===== src/rtl/dot_product_stage.sv =====
// Streaming signed MAC stage: multiplies packed operand pairs from the FIFO
// and accumulates them over a programmed length, then hands off one result.
// Ports: clkIn/rstIn (async active-low), startIn/lenIn/busyOut job control,
// rdDataIn/rdValidIn/rdReadyOut FIFO read side,
// resDataOut/resValidOut/resReadyIn/ovfOut result handshake.
module dot_product_stage #(
  parameter int DATA_WIDTH = 32,
  parameter int ACC_WIDTH  = 48,
  parameter int LEN_WIDTH  = 16
) (
  input  logic                  clkIn,
  input  logic                  rstIn,
  input  logic                  startIn,
  input  logic [LEN_WIDTH-1:0]  lenIn,
  output logic                  busyOut,
  input  logic [DATA_WIDTH-1:0] rdDataIn,
  input  logic                  rdValidIn,
  output logic                  rdReadyOut,
  output logic [ACC_WIDTH-1:0]  resDataOut,
  output logic                  resValidOut,
  input  logic                  resReadyIn,
  output logic                  ovfOut
);

  localparam int HALF = DATA_WIDTH / 2;

  typedef enum logic [1:0] {
    IDLE,
    ACCUM,
    FLUSH,
    DONE
  } state_t;

  state_t stateR;
  state_t stateNext;

  logic [LEN_WIDTH-1:0]         cntR;
  logic signed [ACC_WIDTH-1:0]  accR;
  logic signed [ACC_WIDTH-1:0]  prodExt;
  logic signed [ACC_WIDTH-1:0]  sumW;
  logic signed [DATA_WIDTH-1:0] prodR;
  logic signed [DATA_WIDTH-1:0] prodNext;
  logic signed [HALF-1:0]       opA;
  logic signed [HALF-1:0]       opB;
  logic                         prodValidR;
  logic                         ovfR;
  logic                         rdReadyR;
  logic                         accept;
  logic                         addOvf;

  assign opA      = rdDataIn[DATA_WIDTH-1:HALF];
  assign opB      = rdDataIn[HALF-1:0];
  assign prodNext = DATA_WIDTH'(opA) * DATA_WIDTH'(opB);
  assign prodExt  = ACC_WIDTH'(prodR);
  assign sumW     = accR + prodExt;

  // Same-sign operands producing an opposite-sign sum.
  assign addOvf = (accR[ACC_WIDTH-1] == prodExt[ACC_WIDTH-1]) &&
                  (sumW[ACC_WIDTH-1] != accR[ACC_WIDTH-1]);

  assign rdReadyOut  = rdReadyR;
  assign accept      = rdValidIn & rdReadyR;
  assign busyOut     = (stateR != IDLE);
  assign resValidOut = (stateR == DONE);
  assign resDataOut  = resValidOut ? accR : '0;
  assign ovfOut      = resValidOut & ovfR;

  always_ff @(posedge clkIn or negedge rstIn) begin
    if (!rstIn) begin
      stateR <= IDLE;
    end else begin
      stateR <= stateNext;
    end
  end

  // FLUSH lingers until the last product has been folded in.
  always_comb begin
    stateNext = stateR;
    unique case (stateR)
      IDLE: begin
        if (startIn) begin
          stateNext = (lenIn == '0) ? DONE : ACCUM;
        end
      end
      ACCUM: begin
        if (accept && cntR == LEN_WIDTH'(1)) begin
          stateNext = FLUSH;
        end
      end
      FLUSH: begin
        if (!prodValidR) begin
          stateNext = DONE;
        end
      end
      DONE: begin
        if (resReadyIn) begin
          stateNext = IDLE;
        end
      end
      default: stateNext = IDLE;
    endcase
  end

  always_ff @(posedge clkIn or negedge rstIn) begin
    if (!rstIn) begin
      rdReadyR   <= 1'b0;
      cntR       <= '0;
      accR       <= '0;
      prodR      <= '0;
      prodValidR <= 1'b0;
      ovfR       <= 1'b0;
    end else begin
      rdReadyR <= (stateNext == ACCUM);
      if (stateR == IDLE) begin
        if (startIn) begin
          cntR       <= lenIn;
          accR       <= '0;
          prodR      <= '0;
          prodValidR <= 1'b0;
          ovfR       <= 1'b0;
        end
      end else begin
        prodValidR <= accept;
        if (accept) begin
          prodR <= prodNext;
          cntR  <= cntR - LEN_WIDTH'(1);
        end
        if (prodValidR) begin
          accR <= sumW;
          if (addOvf) begin
            ovfR <= 1'b1;
          end
        end
      end
    end
  end

endmodule


===== config.mk =====
export PLATFORM = sky130hd
export DESIGN_NAME = dot_product_stage
export DESIGN_NICKNAME = d
export VERILOG_FILES = /design/src/rtl/dot_product_stage.sv
export SDC_FILE = /design/constraint.sdc
export NUM_CORES = 1
export LEC_CHECK = 0
export ABC_CLOCK_PERIOD_IN_PS = 3150
export CORE_MARGIN = 8
export CORE_UTILIZATION = 40
export DETAILED_ROUTE_END_ITERATION = 8
export DONT_BUFFER_PORTS = 1
export GPL_ROUTABILITY_DRIVEN = 0
export PLACE_DENSITY_LB_ADDON = 0.15
export REMOVE_ABC_BUFFERS = 1
export SYNTH_ARGS = -nofsm -noshare
export SYNTH_HDL_FRONTEND = slang
export SYNTH_SLANG_ARGS = --single-unit
export TNS_END_PERCENT = 50

===== constraint.sdc =====
create_clock -name clkIn -period 3.15 [get_ports clkIn]
set_input_delay 0.945 -clock clkIn [delete_from_list [all_inputs] [get_ports clkIn]]
set_output_delay 0.945 -clock clkIn [all_outputs]
set_load 0.03 [all_outputs]

After elaboration in Yosys (flattened, before gate mapping)
Cells that the tools add are included.
{"block": "classes", "addsub": 2, "mul": 1, "n_eq_ne": 8, "n_mux": 21, "bitwise": 2, "n_reduce_logical": 11}
{"operator": "$mux W48", "count": 4}
{"operator": "$mux W32", "count": 3}
{"operator": "$add A48 B32 Y48", "count": 1}
{"operator": "$mux W16", "count": 3}
{"operator": "$mul A16 B16 Y32", "count": 1}
{"operator": "$eq A16 B1 Y1 const B", "count": 1}
{"operator": "$logic_not A16 Y1", "count": 1}
{"operator": "$sub A16 B1 Y16 const B", "count": 1}
{"operator": "$mux W2", "count": 5}
{"operator": "$pmux W2 S4", "count": 1}
{"operator": "$reduce_bool A2 Y1", "count": 4}
{"operator": "$mux W1", "count": 5}
{"operator": "$eq A2 B1 Y1 const B", "count": 2}
{"operator": "$eq A2 B2 Y1 const B", "count": 2}
{"operator": "$reduce_and A2 Y1", "count": 2}
{"operator": "$reduce_and A3 Y1", "count": 1}
{"operator": "$and A1 B1 Y1", "count": 2}
{"operator": "$logic_and A1 B1 Y1", "count": 2}
{"operator": "$logic_not A2 Y1", "count": 1}
{"operator": "$ne A2 B2 Y1 const B", "count": 1}
{"operator": "$eq A1 B1 Y1", "count": 1}
{"operator": "$ne A1 B1 Y1", "count": 1}
{"block": "totals", "regBits": 101, "input_bits": 53, "output_inout_bits": 52, "elab_cells": 52}

Longest topological paths before layout
{"block": "depth", "ltp_word": 6, "depth_mapped": 25, "depth_no_buf": 24}

Worst setup path before layout
No wires, ideal clock.
{"block": "synth_path", "kind": "input to register", "startpoint": "input rdDataIn[31]", "endpoint": "register prodR[30]", "setup_ps": 133, "arrival_ps": 6659, "required_ps": 3017, "slack_ps": -3642, "stages": 22, "path_buffers": 1, "path_cell_list": "clkbuf_1 > nand2_1 > inv_1 > fa_1 > fa_1 > fa_1 > fa_1 > fa_1 > inv_1 > fa_1 > inv_1 > ha_1 > a21o_1 > a21o_1 > a21o_1 > a21oi_1 > o21ai_0 > o21bai_1 > a211o_1 > a21oi_1 > xor2_1 > o21ai_0"}
{"block": "synth_between", "elab_chain_cells": 3}
{"element": "from (decl)", "line": "16", "text": "input logic [DATA_WIDTH-1:0] rdDataIn,"}
{"element": "$mul A16 B16 Y32", "line": "53", "text": "assign prodNext = DATA_WIDTH'(opA) * DATA_WIDTH'(opB);"}
{"element": "$mux W32", "line": "124", "text": "if (accept) begin"}
{"element": "$mux W32", "line": "114", "text": "if (stateR == IDLE) begin"}
{"element": "to (signal assigned)", "line": "125", "text": "prodR <= prodNext;"}
{"element": "to (decl)", "line": "41", "text": "logic signed [DATA_WIDTH-1:0] prodR;"}
Every way passes these cells. The select of a mux whose other input is x is not followed.
A chain may end at the register's enable or synchronous reset.

Worst setup path in the final report
{"block": "layout_path", "startpoint": "input rdDataIn[15]", "endpoint": "register prodR[30]"}
The elaborated chain is that of the path after synthesis.

==> flow_summary.yaml <==
timing:
  hold_viol: 0
  slew_headroom: 0.528
  fin_worst_skew_ps: 12.2
  slew_violations: 0
  max_freq_mhz: 170
  min_period_ps: 5870
  timing.final.ws_setup_ps: -2720
  setup_viol: 33
  fin_crit_sh: 1.86
  tightest_slew_ps: 706
  grt_setup_unrepaired: "true"
route:
  viasPerCell: 5.15
  vias: 13100
  drtPass1Iterations: 4
  drt_wl_total_um: 44500
  wl_per_cell_um: 17.5
  drtIter0Drc: 645
  drc_errors: 0
  ant_nets: 0
global_routing:
  gr-total-overflow: 0
  track_usage: 0.188
  top_usage_layer: "met2"
  met2_usage: 0.311
  grt_pass1_vias: 13900
  use_met3: 0.0320
  grt_pass1_wl_um: 73800
  antenna_found_initial: 0
  grt_max_degree: 102
  grtUsageMet1: 0.259
critical_path:
  critPathRequiredTime_ps: 3380
  crit_path_max_fanout: 5
  critPathArrivalTime_ps: 6110
  path_class: "in -> reg"
  startpoint_type: "input port"
  crit_path_end_kind: "flip-flop"
floorplan:
  fp.dieArea_um2: 48700
  die_height_um: 221
  start_util: 0.402
  rows: 75
  io_pins: 105
  core-area_um2: 41700
  die_x_um: 221
clock_tree:
  clk_latency_ps: 360
  numCtsBuffers: 9
  clock_path_buffers: 2
  h-tree-depth: 3
  cts_root_buffer: "clkbuf_16"
  clkSinkCount: 101
  cts_tree: "yes"
  clk_pin_slew_worst_paths_ps: 70
  ctsHoldBuffers: 0
cells_and_area:
  final_common_cell: "inv_1"
  utilization: 0.471
  fin_nets: 2450
  mostFrequentLayoutCells: "inv_1 (293), fa_1 (246), nand2_1 (229)"
  fin_cells: 2547
  drive_above_1_share: 0.184
  antenna_cells: 0
  area_delta_synth_final_pct: 17.2
place:
  dpl.hpwl_um: 35000
  portBuffers: 0
  dp_cells: 2508
  dpl_worst_slack_ps: -3520
synthesis:
  ys_seq_area_frac: 0.151
  synth_edf_count: 0
  yosysWarnings: 0
  avgSynthCellArea_um2: 8.85
  yosysUniqueCellTypes: 65
  ys_seq_elements: 101
  ys_dominant_reg_cell: "dfrtp_1"
  netlist_area_um2: 16800
  syn_inst: 1893
  async_reset_ff_frac: 1.00
outcome:
  status: "finished with violations"
  violations: "setup timing"
worst_hold_path:
  hp-class: "in -> async"
job:
  drv_cap: 0
[routing by layer]
metal | vias to the layer above | wire [um]
met5 | - | 0
met4 | 0 | 675
met3 | 34 | 2210
met2 | 249 | 20700
met1 | 6528 | 21000
li1 | 6304 | -
[critical path: stages]
cell and delay [ps]:
clkinvlp_4 180, buf_6 200, nor2_4 110, fa_1 440
fa_2 540, fa_2 440, fa_2 360, fa_1 510
inv_1 50, fa_1 480, inv_2 50, ha_4 210
a21o_1 150, a21o_1 190, a21o_1 180, a21oi_1 140
o21ai_1 100, o21bai_4 180, a211o_1 270, a21oi_2 150
xor2_1 150, o21ai_1 70
[what timing repair did]
action	CTS	global route
gates resized for setup	166	57
setup endpoints to repair	42	43
pin swaps	117	38
buffers inserted	22	5
cloned	0	0
[synth_stat cells (9+ instances only)]
master / number / share of area
inv_1: 322 / 0.072
o21a_1: 10 / 0.0045
nand3_1: 16 / 0.0048
nand4_1: 13 / 0.0049
a21o_1: 44 / 0.020
fa_1: 263 / 0.31
xnor2_1: 39 / 0.020
dfrtp_1: 101 / 0.15
a21oi_1: 85 / 0.025
and3_1: 59 / 0.022
clkbuf_1: 69 / 0.015
xor2_1: 38 / 0.020
nand2b_1: 12 / 0.0045
nor2_1: 50 / 0.011
nor4_1: 9 / 0.0034
ha_1: 131 / 0.098
o211ai_1: 14 / 0.0063
and2_1: 127 / 0.047
o21ai_0: 116 / 0.035
nor3_1: 13 / 0.0039
nand2_1: 232 / 0.052
[metrics by stage]
step	instance area, um2	hold WS (ps)	TNS (ps)
after floorplan	16400	450	-136050
after CTS	19300	255	-56990
after detailed placement	18300	476	-77630
after global placement	18300	467	-77990
final	19600	275	-58460
after global routing	19600	253	-63900
[logic make-up after synthesis]
kind of cell | Yosys count | share of synthesized area
AOI/OAI and AO/OA | 360 | 0.138
xor gates and xnor gates | 77 | 0.0403
adders and majority gates | 394 | 0.412
buffers and inverters | 406 | 0.0943
DFF | 101 | 0.151
muxes | 2 | 0.00194
and+or+nand+nor | 553 | 0.163
[registers in the layout (all words and copies together), names as in the netlist]
signal	cells
stateR	2
rdReadyOut	1
accR	48
cntR	16
prodValidR	1
prodR	32
ovfR	1
[final cells by class]
| cell class | instances | area [um2] |
|---|---|---|
| fillers | 4084 | 22000 |
| multi-input cells | 1386 | 13500 |
| flip-flops and latches | 101 | 2530 |
| repair buffers | 182 | 1440 |
| inverters | 323 | 1220 |
| well taps | 539 | 674 |
| clock buffers | 11 | 233 |
| clock inverters | 5 | 37.5 |
[final timing paths]
kind                                      start                     to  slack (ps)  cells past startpoint
setup / recovery                   rdDataIn[15]  prodR[30]$_DFFE_PN0P_       -2720                     22
hold / removal                            rstIn   accR[34]$_DFFE_PN0P_         280                      0
setup reg to reg           prodR[0]$_DFFE_PN0P_   accR[40]$_DFFE_PN0P_        -170                     13
hold reg to reg             cntR[3]$_DFFE_PN0P_    cntR[3]$_DFFE_PN0P_         490                      2
max in group asynchronous                 rstIn   prodR[9]$_DFFE_PN0P_        2700                      0
min in group clkIn          cntR[3]$_DFFE_PN0P_    cntR[3]$_DFFE_PN0P_         490                      2
Power is not shown: default switching activity piles up to over one toggle a cycle in this logic, so the estimate is an artifact.
